$ cat src/rtl/pipe_ctrl_pkg.sv
// Shared types and constants for the pipeline sequencer.
package pipe_ctrl_pkg;

    localparam int unsigned StallW = 6;

    // Stall vector bits: [0]pc [1]if/id [2]id/ex [3]ex/mem [4]mem/wb [5]wb
    localparam logic [StallW-1:0] StallNone = 6'b000000;
    localparam logic [StallW-1:0] StallId   = 6'b000111;
    localparam logic [StallW-1:0] StallEx   = 6'b001111;

    typedef enum logic [1:0] {
        CtrlIdle   = 2'd0,
        CtrlMcBusy = 2'd1,
        CtrlFlush  = 2'd2
    } ctrl_state_e;

endpackage

$ cat src/rtl/pipe_ctrl_mc_watchdog.sv
// Watchdog for the multi-cycle unit: 8-bit up-counter with synchronous clear
// and enable; expired is high while the count equals Timeout-1.
module pipe_ctrl_mc_watchdog #(
    parameter int unsigned Timeout = 64
) (
    input  logic clk,
    input  logic rst,
    input  logic clear,
    input  logic enable,
    output logic expired
);

    logic [7:0] cnt_q;

    // Count cycles of an outstanding multi-cycle op.
    always_ff @(posedge clk or negedge rst) begin
        if (!rst) begin
            cnt_q <= 8'd0;
        end else if (clear) begin
            cnt_q <= 8'd0;
        end else if (enable) begin
            cnt_q <= cnt_q + 8'd1;
        end
    end

    assign expired = (cnt_q == 8'(Timeout - 1));

endmodule

$ cat src/rtl/pipe_ctrl.sv
// Pipeline sequencer: merges stall requests, runs the multi-cycle unit
// handshake with a watchdog, and sequences flushes with a redirect PC.
// Optional: define PIPE_PERF_CNT_EN to add stall-cycle and flush counters.
module pipe_ctrl
    import pipe_ctrl_pkg::*;
#(
    parameter int unsigned FLUSH_CYCLES = 1,
    parameter int unsigned MC_TIMEOUT   = 64
) (
    input  logic              clk,
    input  logic              rst,
    input  logic              stallreq_id_i,
    input  logic              mc_req_i,
    input  logic              mc_done_i,
    input  logic              flush_req_i,
    input  logic [31:0]       flush_pc_i,
    output logic [StallW-1:0] stall_o,
    output logic              mc_start_o,
    output logic              mc_cancel_o,
    output logic              mc_err_o,
    output logic              flush_o,
    output logic [31:0]       new_pc_o
`ifdef PIPE_PERF_CNT_EN
    ,
    output logic [31:0]       stall_cycles_o,
    output logic [15:0]       flush_cnt_o
`endif
);

    ctrl_state_e state_q, state_d;
    logic [31:0] pc_q, pc_d;
    logic [3:0]  fcnt_q, fcnt_d;
    logic        wd_run;
    logic        wd_expired;

    pipe_ctrl_mc_watchdog #(
        .Timeout (MC_TIMEOUT)
    ) u_mc_watchdog (
        .clk     (clk),
        .rst     (rst),
        .clear   (!wd_run),
        .enable  (wd_run),
        .expired (wd_expired)
    );

    // Next-state and same-cycle handshake outputs; flush beats multi-cycle beats load-use.
    always_comb begin
        state_d     = state_q;
        pc_d        = pc_q;
        fcnt_d      = fcnt_q;
        stall_o     = StallNone;
        mc_start_o  = 1'b0;
        mc_cancel_o = 1'b0;
        mc_err_o    = 1'b0;
        wd_run      = 1'b0;
        unique case (state_q)
            CtrlIdle: begin
                if (flush_req_i) begin
                    pc_d    = flush_pc_i;
                    fcnt_d  = 4'd0;
                    state_d = CtrlFlush;
                end else if (mc_req_i) begin
                    mc_start_o = 1'b1;
                    stall_o    = StallEx;
                    wd_run     = 1'b1;  // start cycle is watchdog cycle 0
                    state_d    = CtrlMcBusy;
                end else if (stallreq_id_i) begin
                    stall_o = StallId;
                end
            end
            CtrlMcBusy: begin
                if (flush_req_i) begin
                    mc_cancel_o = 1'b1;
                    pc_d        = flush_pc_i;
                    fcnt_d      = 4'd0;
                    state_d     = CtrlFlush;
                end else if (mc_done_i) begin
                    state_d = CtrlIdle;
                end else if (wd_expired) begin
                    mc_err_o    = 1'b1;
                    mc_cancel_o = 1'b1;
                    state_d     = CtrlIdle;
                end else begin
                    stall_o = StallEx;
                    wd_run  = 1'b1;
                end
            end
            CtrlFlush: begin
                if (flush_req_i) begin
                    pc_d   = flush_pc_i;
                    fcnt_d = 4'd0;
                end else if (fcnt_q == 4'(FLUSH_CYCLES - 1)) begin
                    state_d = CtrlIdle;
                end else begin
                    fcnt_d = fcnt_q + 4'd1;
                end
            end
            default: state_d = CtrlIdle;
        endcase
    end

    // State, redirect PC and flush-length counter.
    always_ff @(posedge clk or negedge rst) begin
        if (!rst) begin
            state_q <= CtrlIdle;
            pc_q    <= 32'd0;
            fcnt_q  <= 4'd0;
        end else begin
            state_q <= state_d;
            pc_q    <= pc_d;
            fcnt_q  <= fcnt_d;
        end
    end

    assign flush_o  = (state_q == CtrlFlush);
    assign new_pc_o = pc_q;

`ifdef PIPE_PERF_CNT_EN
    logic [31:0] stall_cycles_q;
    logic [15:0] flush_cnt_q;

    // Saturating performance counters.
    always_ff @(posedge clk or negedge rst) begin
        if (!rst) begin
            stall_cycles_q <= 32'd0;
            flush_cnt_q    <= 16'd0;
        end else begin
            if ((stall_o != StallNone) && (stall_cycles_q != '1)) begin
                stall_cycles_q <= stall_cycles_q + 32'd1;
            end
            if ((state_q != CtrlFlush) && (state_d == CtrlFlush) && (flush_cnt_q != '1)) begin
                flush_cnt_q <= flush_cnt_q + 16'd1;
            end
        end
    end

    assign stall_cycles_o = stall_cycles_q;
    assign flush_cnt_o    = flush_cnt_q;
`else
    // No performance counters in this build.
`endif

endmodule

$ cat config.mk
export PLATFORM = sky130hd
export DESIGN_NAME = pipe_ctrl
export DESIGN_NICKNAME = d
export VERILOG_FILES = /design/src/rtl/pipe_ctrl_pkg.sv /design/src/rtl/pipe_ctrl_mc_watchdog.sv /design/src/rtl/pipe_ctrl.sv
export SDC_FILE = /design/constraint.sdc
export NUM_CORES = 1
export LEC_CHECK = 0
export ABC_CLOCK_PERIOD_IN_PS = 4850
export CAP_MARGIN = 20
export CORE_UTILIZATION = 40
export CTS_CLUSTER_DIAMETER = 40
export DETAILED_ROUTE_END_ITERATION = 6
export GPL_TIMING_DRIVEN = 0
export PLACE_DENSITY = 0.7
export SLEW_MARGIN = 20
export SYNTH_ARGS = -nofsm -noshare
export SYNTH_HDL_FRONTEND = slang
export SYNTH_SLANG_ARGS = --single-unit
export TNS_END_PERCENT = 30
$ cat constraint.sdc
create_clock -name clk -period 4.85 [get_ports clk]
set_clock_uncertainty 0.1 [all_clocks]
set_input_delay 0.7275 -clock clk [delete_from_list [all_inputs] [get_ports clk]]
set_output_delay 0.7275 -clock clk [all_outputs]
set_load 0.1 [all_outputs]
==> results of run 1 <==
==> worst max path at each step <==
stage / start / end / slack (ns) / cells after the start
after global placement: mc_req_i / stall_o[3] / 1.08 / 6
after detailed placement: mc_done_i / stall_o[1] / 1.06 / 6
final: mc_done_i / stall_o[2] / 1.08 / 6
after global routing: mc_done_i / stall_o[2] / 0.97 / 6
after floorplan: flush_req_i / stall_o[1] / 0.97 / 5
after CTS: mc_done_i / stall_o[2] / 1.06 / 6
==> critical path: cells and delay by family <==
family / cells / cell delay, ns
buffers and inverters: 3 / 1.70
and+or+nand+nor: 2 / 0.37
AOI/OAI and AO/OA: 1 / 0.15
==> logic make-up (layout without fill, tap and decap cells) <==
group	after synthesis	count (layout)	synth area share [%]
buffers and inverters	16	101	5.24
adder cells (fa/ha/maj)	3	3	1.77
flip-flops	46	46	54.1
other	1	2	0.176
AND/OR/NAND/NOR	35	35	9.36
multiplexers	32	32	21.9
XOR/XNOR	6	6	2.47
AO/OA/AOI/OAI	15	15	4.94
==> where the power goes <==
| group | leakage, nW | internal, mW | switching (mW) |
|---|---|---|---|
| clock | 0.0524 | 0.154 | 0.123 |
| sequential | 0.567 | 0.417 | 0.0191 |
| combinational | 0.784 | 0.144 | 0.338 |
==> flip-flops by register name, indices dropped and copies added (netlist names) <==
signal	flops
state_q	2
u_mc_watchdog.cnt_q	8
new_pc_o	32
fcnt_q	4
==> cell type report <==
class	instances	area, um2	share of cell area (%)
flip-flops and latches	46	1150	37.1
multi-input cells	93	867	27.9
repair buffers	77	783	25.2
plain buffers	11	92.6	2.98
well taps	70	87.6	2.82
clock buffers	7	76.3	2.46
clock inverters	1	30.0	0.967
inverters	5	18.8	0.604
==> metrics by stage <==
step / utilization [%] / total power [mW] / setup WS (ns) / hold WS [ns] / instance area (um2)
floorplan: - / 0.799 / 0.965 / 0.332 / 2130
global placement: 58.3 / 0.921 / 1.08 / 0.362 / 2980
detailed placement: 58.7 / 0.927 / 1.06 / 0.371 / 3000
CTS: 60.8 / 1.21 / 1.06 / 0.371 / 3110
global route: 60.8 / 1.24 / 0.973 / 0.398 / 3110
finish: 60.8 / 1.19 / 1.08 / 0.362 / 3110
==> routing by layer <==
metal  GRT usage (%)  wire, um  vias to the layer above
met5               0         0                        -
met3            4.42       406                        4
li1                -         -                      687
met2            23.1      1800                       67
met1            21.2      1930                      695
met4            5.24        26                        0
==> cell usage in the layout (no fill, tap or decap), types with 3 or more instances in the layout <==
cell type	n
clkbuf_8	5
and3_1	3
clkdlybuf4s50_1	75
xor2_1	3
buf_2	3
nand2_1	5
mux2_4	28
buf_6	4
dfrtp_1	46
nor2_1	11
inv_1	3
ha_1	3
mux2_1	4
xnor2_1	3
buf_4	5
a21oi_1	3
==> impl_results.md, run 1 <==
* Number of global-route vias before repair at 1377
* Synth async-reset ratio at 100%
* Cell count after synthesis at 154
* Max cap viols at 0
* Worst r2r path cells at 6
* Slowest cell delay on critical path at 1.12 ns
* Max-slew headroom at 32.9%
* Fraction of the cycle the final worst path needs at 77.8%
* Most frequent cell after synthesis: dfrtp_1
* R2R Setup Slk at 3.10 ns
* DR WL/cell at 13.4 um
* Layout area overhead at 46.1%
* Routed Wire Length at 4160 um
* Vias per cell at 4.69
* Gates resized, CTS repair at 0
* Status: finished, final reports clean
* Startpoint types: input port
* Pins Over Slew Limit at 0
* Die Ht at 74.9 um
* Tmin final at 3.77 ns
* CTS tree: built
* Fin. Hold Viols at 0
* Dpl cells at 302
* Top cell by count, worst path: clkdlybuf4s50_1
* Lkg Pwr at 1.40 nW
* Share of cells above drive strength 1 at 22.9%
* Mapped Area at 2130 um2
* Port bufs at 76
* Reg2reg start: fcnt_q[0]
* Row Count at 26
* Post-CTS Hold Buffers at 0
* Worst r2r dst: fcnt_q[2]
* Detailed Routing Iterations Pass 1 at 4
* IO Pins at 80
* Worst Path Required at 4.02 ns
* Power density cells at 385 nW/um2
* Worst setup EP type: output pin
* Initial antenna violation count at 0
* Peak VDD IR at 0.164 mV
* EDFF count, synth at 0
* Top-area cell type share of the netlist area at 54.1%
* Reg clk slew, reported paths at 0.08 ns
* Slowest stage cell on the critical path: clkdlybuf4s50_1
* Worst-margin pin slew at 1.00 ns
* Non-filler instance count after layout at 310
* Arrival @ worst endpoint at 2.95 ns
* Worst hold-check path type: in -> async
* Die area at 5610 um2
* Floorplan die width at 74.9 um
* Routed Antenna Nets at 0
* CTS root buf: clkbuf_8
* CP Max Fanout at 4
* Final nets at 280
* RD Place Congestion at 0.803
* Setup CP Type: in -> out
* Cts bufs inserted at 5
* Largest net degree at the start of global routing at 29
* Cell taking the most area after synthesis: dfrtp_1
* Post-CTS setup buffer count at 0
* Setup TNS at 0 ns
* Dpl hpwl at 3060 um
* H-Tree Depth at 2
* Starting density of the core at 41.6%
* Ys Warns at 0
* # fillers at 436
* Top post-synthesis cells by area: dfrtp_1 (54%), mux2_4 (20%), buf_6 (2.1%)
* Fmax at 265 MHz
* Endpoints failing setup at 0
* Ant diodes at 0
* Worst-skew pair later-pin latency at 0.29 ns
* First-pass GRT wire length at 6430 um
* Total grt overflow at 0
* Iter 0 DRT Violations at 18
* Vias at 1453
* Post-synthesis register bit count at 46
* Total GRT Usage at 15.3%
* Synthesized area per cell at 13.8 um2
* Crit path cell chain: clkdlybuf4s50_1 -> nor3_2 -> nand2_1 -> o21ai_1 -> buf_4 -> clkdlybuf4s50_1
* Predominant post-synthesis flop cell: dfrtp_1
* Detailed-route DRC error count at 0
* CTS Buffer Depth at 2
* Core Region at 5110 um2
* RSZ-0062 raised after global routing: false
* Netlist cell types at 38
* Clock Sinks at 46
* Commonest cells in the netlist: dfrtp_1 (46), mux2_4 (28), nor2_1 (11), buf_4 (5), nand2_1 (5)
* Sequential area share after synthesis at 54.1%
Power figures use the tool's default switching activity.
==> run 2, diff against run 1 <==
Settings changed: ABC_CLOCK_PERIOD_IN_PS 4850 to 3780.
Clock period 4.85 ns to 3.78 ns, I/O delays scaled along.
==> results of run 2 <==
Same layout as run 1 (identical final DEF). Status: finished, final reports clean.
Among the figures that moved: setup slack after placement 1.06 ns -> 0.314 ns; setup slack after layout 1.08 ns -> 0.290 ns; hold slack 0.362 ns -> 0.202 ns; start point of the critical path mc_done_i -> u_mc_watchdog.cnt_q[0]; end point of the critical path stall_o[2] -> stall_o[3]; register-to-register setup slack 3.10 ns -> 2.03 ns; total power 1.19 mW -> 1.53 mW; worst IR drop on VDD 0.164 mV -> 0.211 mV
==> run 3, diff against run 2 <==
Settings changed: CORE_UTILIZATION 40 to 44, PLACE_DENSITY 0.7 to 0.76, REMOVE_ABC_BUFFERS from default to 1, SETUP_SLACK_MARGIN from default to 0.5.
==> impl_results.md, run 3 (same netlist as run 1, synthesis figures left out) <==
* Total GRT Usage at 18.2% (+2.9 points)
* Reg2reg start: state_q[1]
* Critical path endpoint: stall_o[3]
* Pins Over Slew Limit at 0 (unchanged)
* Row Count at 24 (-7.7%)
* Worst r2r path cells at 4 (-2)
* IO Pins at 80 (unchanged)
* Peak VDD IR at 0.376 mV
* Floorplan die width at 71.5 um (-4.5%)
* Layout area overhead at 41.4%
* Total grt overflow at 0 (unchanged)
* Fraction of the cycle the final worst path needs at 88.2%
* Worst setup EP type: output pin
* Total power at 1.47 mW
* Arrival @ worst endpoint at 2.67 ns
* R2R Setup Slk at 1.83 ns
* RSZ-0062 raised after global routing: true
* Tmin final at 3.33 ns
* Fmax at 300 MHz
* CP Max Fanout at 9
* Max reg flops at 32 (unchanged)
* Cts bufs inserted at 5 (unchanged)
* Worst-margin pin slew at 1.01 ns (+0.00332 ns)
* Power density cells at 491 nW/um2
* DR WL/cell at 15.5 um (+15%)
* Largest net degree at the start of global routing at 28 (-3.4%)
* First-pass GRT wire length at 6910 um (+7.5%)
* Detailed Routing Iterations Pass 1 at 4 (unchanged)
* Core Region at 4500 um2 (-12%)
* Iter 0 DRT Violations at 101 (+83)
* Ant diodes at 0 (unchanged)
* CP Launch Point: flush_req_i
* Setup CP Type: in -> out
* Max cap viols at 0 (unchanged)
* Die Ht at 71.5 um (-4.5%)
* Reg clk slew, reported paths at 0.08 ns (about the same)
* Fin. Hold Viols at 0 (unchanged)
* Worst r2r dst: new_pc_o[22]
* Post-CTS setup buffer count at 0 (unchanged)
* H-Tree Depth at 2 (unchanged)
* Routed Wire Length at 4390 um (+5.4%)
* Die area at 5110 um2 (-8.9%)
* Endpoints failing setup at 0 (unchanged)
* Share of cells above drive strength 1 at 20.8% (-2.1 points)
* Status: finished, final reports clean
* Final Core Density at 66.8% (+5.9 points)
* CTS tree: built
* Hold_ws at 0.116 ns
* Dpl hpwl at 3220 um (+5.1%)
* Clock Sinks at 46 (unchanged)
* Initial antenna violation count at 0 (unchanged)
* Vias at 1432 (-1.4%)
* Setup TNS at 0 ns (unchanged)
* Startpoint types: input port
* Worst-skew pair later-pin latency at 0.30 ns (about the same)
* CTS root buf: clkbuf_8
* Final nets at 271 (-3.2%)
* Max-slew headroom at 32.7% (-0.22 points)
* Vias per cell at 5.06 (+8.0%)
* Starting density of the core at 47.2% (+5.6 points)
* Commonest non-fill, non-tap cell in the layout: clkdlybuf4s50_1
* RD Place Congestion at 0.811 (+1.1%)
* Worst hold-check path type: in -> async
* Most frequent cells in the layout: clkdlybuf4s50_1 (70), dfrtp_1 (46), mux2_4 (28), nor2_1 (11), clkbuf_8 (6)
* Routed Antenna Nets at 0 (unchanged)
* CTS Buffer Depth at 2 (unchanged)
* Port bufs at 77 (+1.3%)
* Detailed-route DRC error count at 0 (unchanged)
* Worst Path Required at 3.11 ns
* Number of global-route vias before repair at 1432 (+4.0%)
* Lkg Pwr at 1.38 nW (-1.3%)
## run 3: cell types whose count changed in the layout (fill, tap and decap cells not counted), sizes merged
cell,change
buf,-10
bufinv,-1
clkdlybuf4s15,+1
clkinv,+1
dlygate4sd2,+4
dlymetal6s2s,+1
clkdlybuf4s50,-5
## run 3: worst min path at each step
stage,start,end,slack [ns]
3_5_place_dp,u_mc_watchdog.cnt_q[0],u_mc_watchdog.cnt_q[0],0.36
3_3_place_gp,u_mc_watchdog.cnt_q[0],u_mc_watchdog.cnt_q[0],0.35
4_1_cts,rst,fcnt_q[2],0.12
6_report,rst,new_pc_o[0],0.12
2_1_floorplan,rst,fcnt_q[0],0.17
5_1_grt,rst,fcnt_q[3],0.14
## run 3: stage by stage
stage / instances / setup WS [ns] / cell area (um2)
2_1_floorplan: 144 / -1.60 / 2040
3_3_place_gp: 273 / 0.145 / 2870
3_5_place_dp: 275 / 0.135 / 2920
4_1_cts: 283 / 0.275 / 3000
5_1_grt: 283 / 0.319 / 3010
6_report: 283 / 0.448 / 3010
## run 3: metal layers
| metal | global-route usage (%) | vias up | wire (um) |
|---|---|---|---|
| met5 | 0 | - | 0 |
| met4 | 8.71 | 0 | 113 |
| met3 | 4.78 | 13 | 210 |
| met2 | 30.7 | 46 | 2220 |
| met1 | 21.9 | 703 | 1840 |
| li1 | - | 670 | - |
## run 3: what timing repair did
action	4_1_cts	5_1_grt
resized for setup	7	1
hold buffers	0	0
endpoints found under the setup margin	7	6
## run 3: layout make-up
type | instances | area [um2]
Clock buffer | 7 | 86.3
Clock inverter | 1 | 5.00
Fill cell | 344 | 1500
Inverter | 5 | 18.8
Multi-Input combinational cell | 93 | 868
Sequential cell | 46 | 1150
Tap cell | 52 | 65.1
Timing Repair Buffer | 79 | 812
## run 3: power by group
part,total (mW),internal [mW],switching [mW]
Combinational,0.606,0.175,0.431
Sequential,0.563,0.535,0.0277
Clock,0.306,0.148,0.158
Total,1.47,0.858,0.617
## run 3: critical path: stages
cell	delay, ns
clkdlybuf4s50_1	0.60
nor4b_4	0.44
a21oi_2	0.15
inv_2	0.07
dlygate4sd2_1	0.84
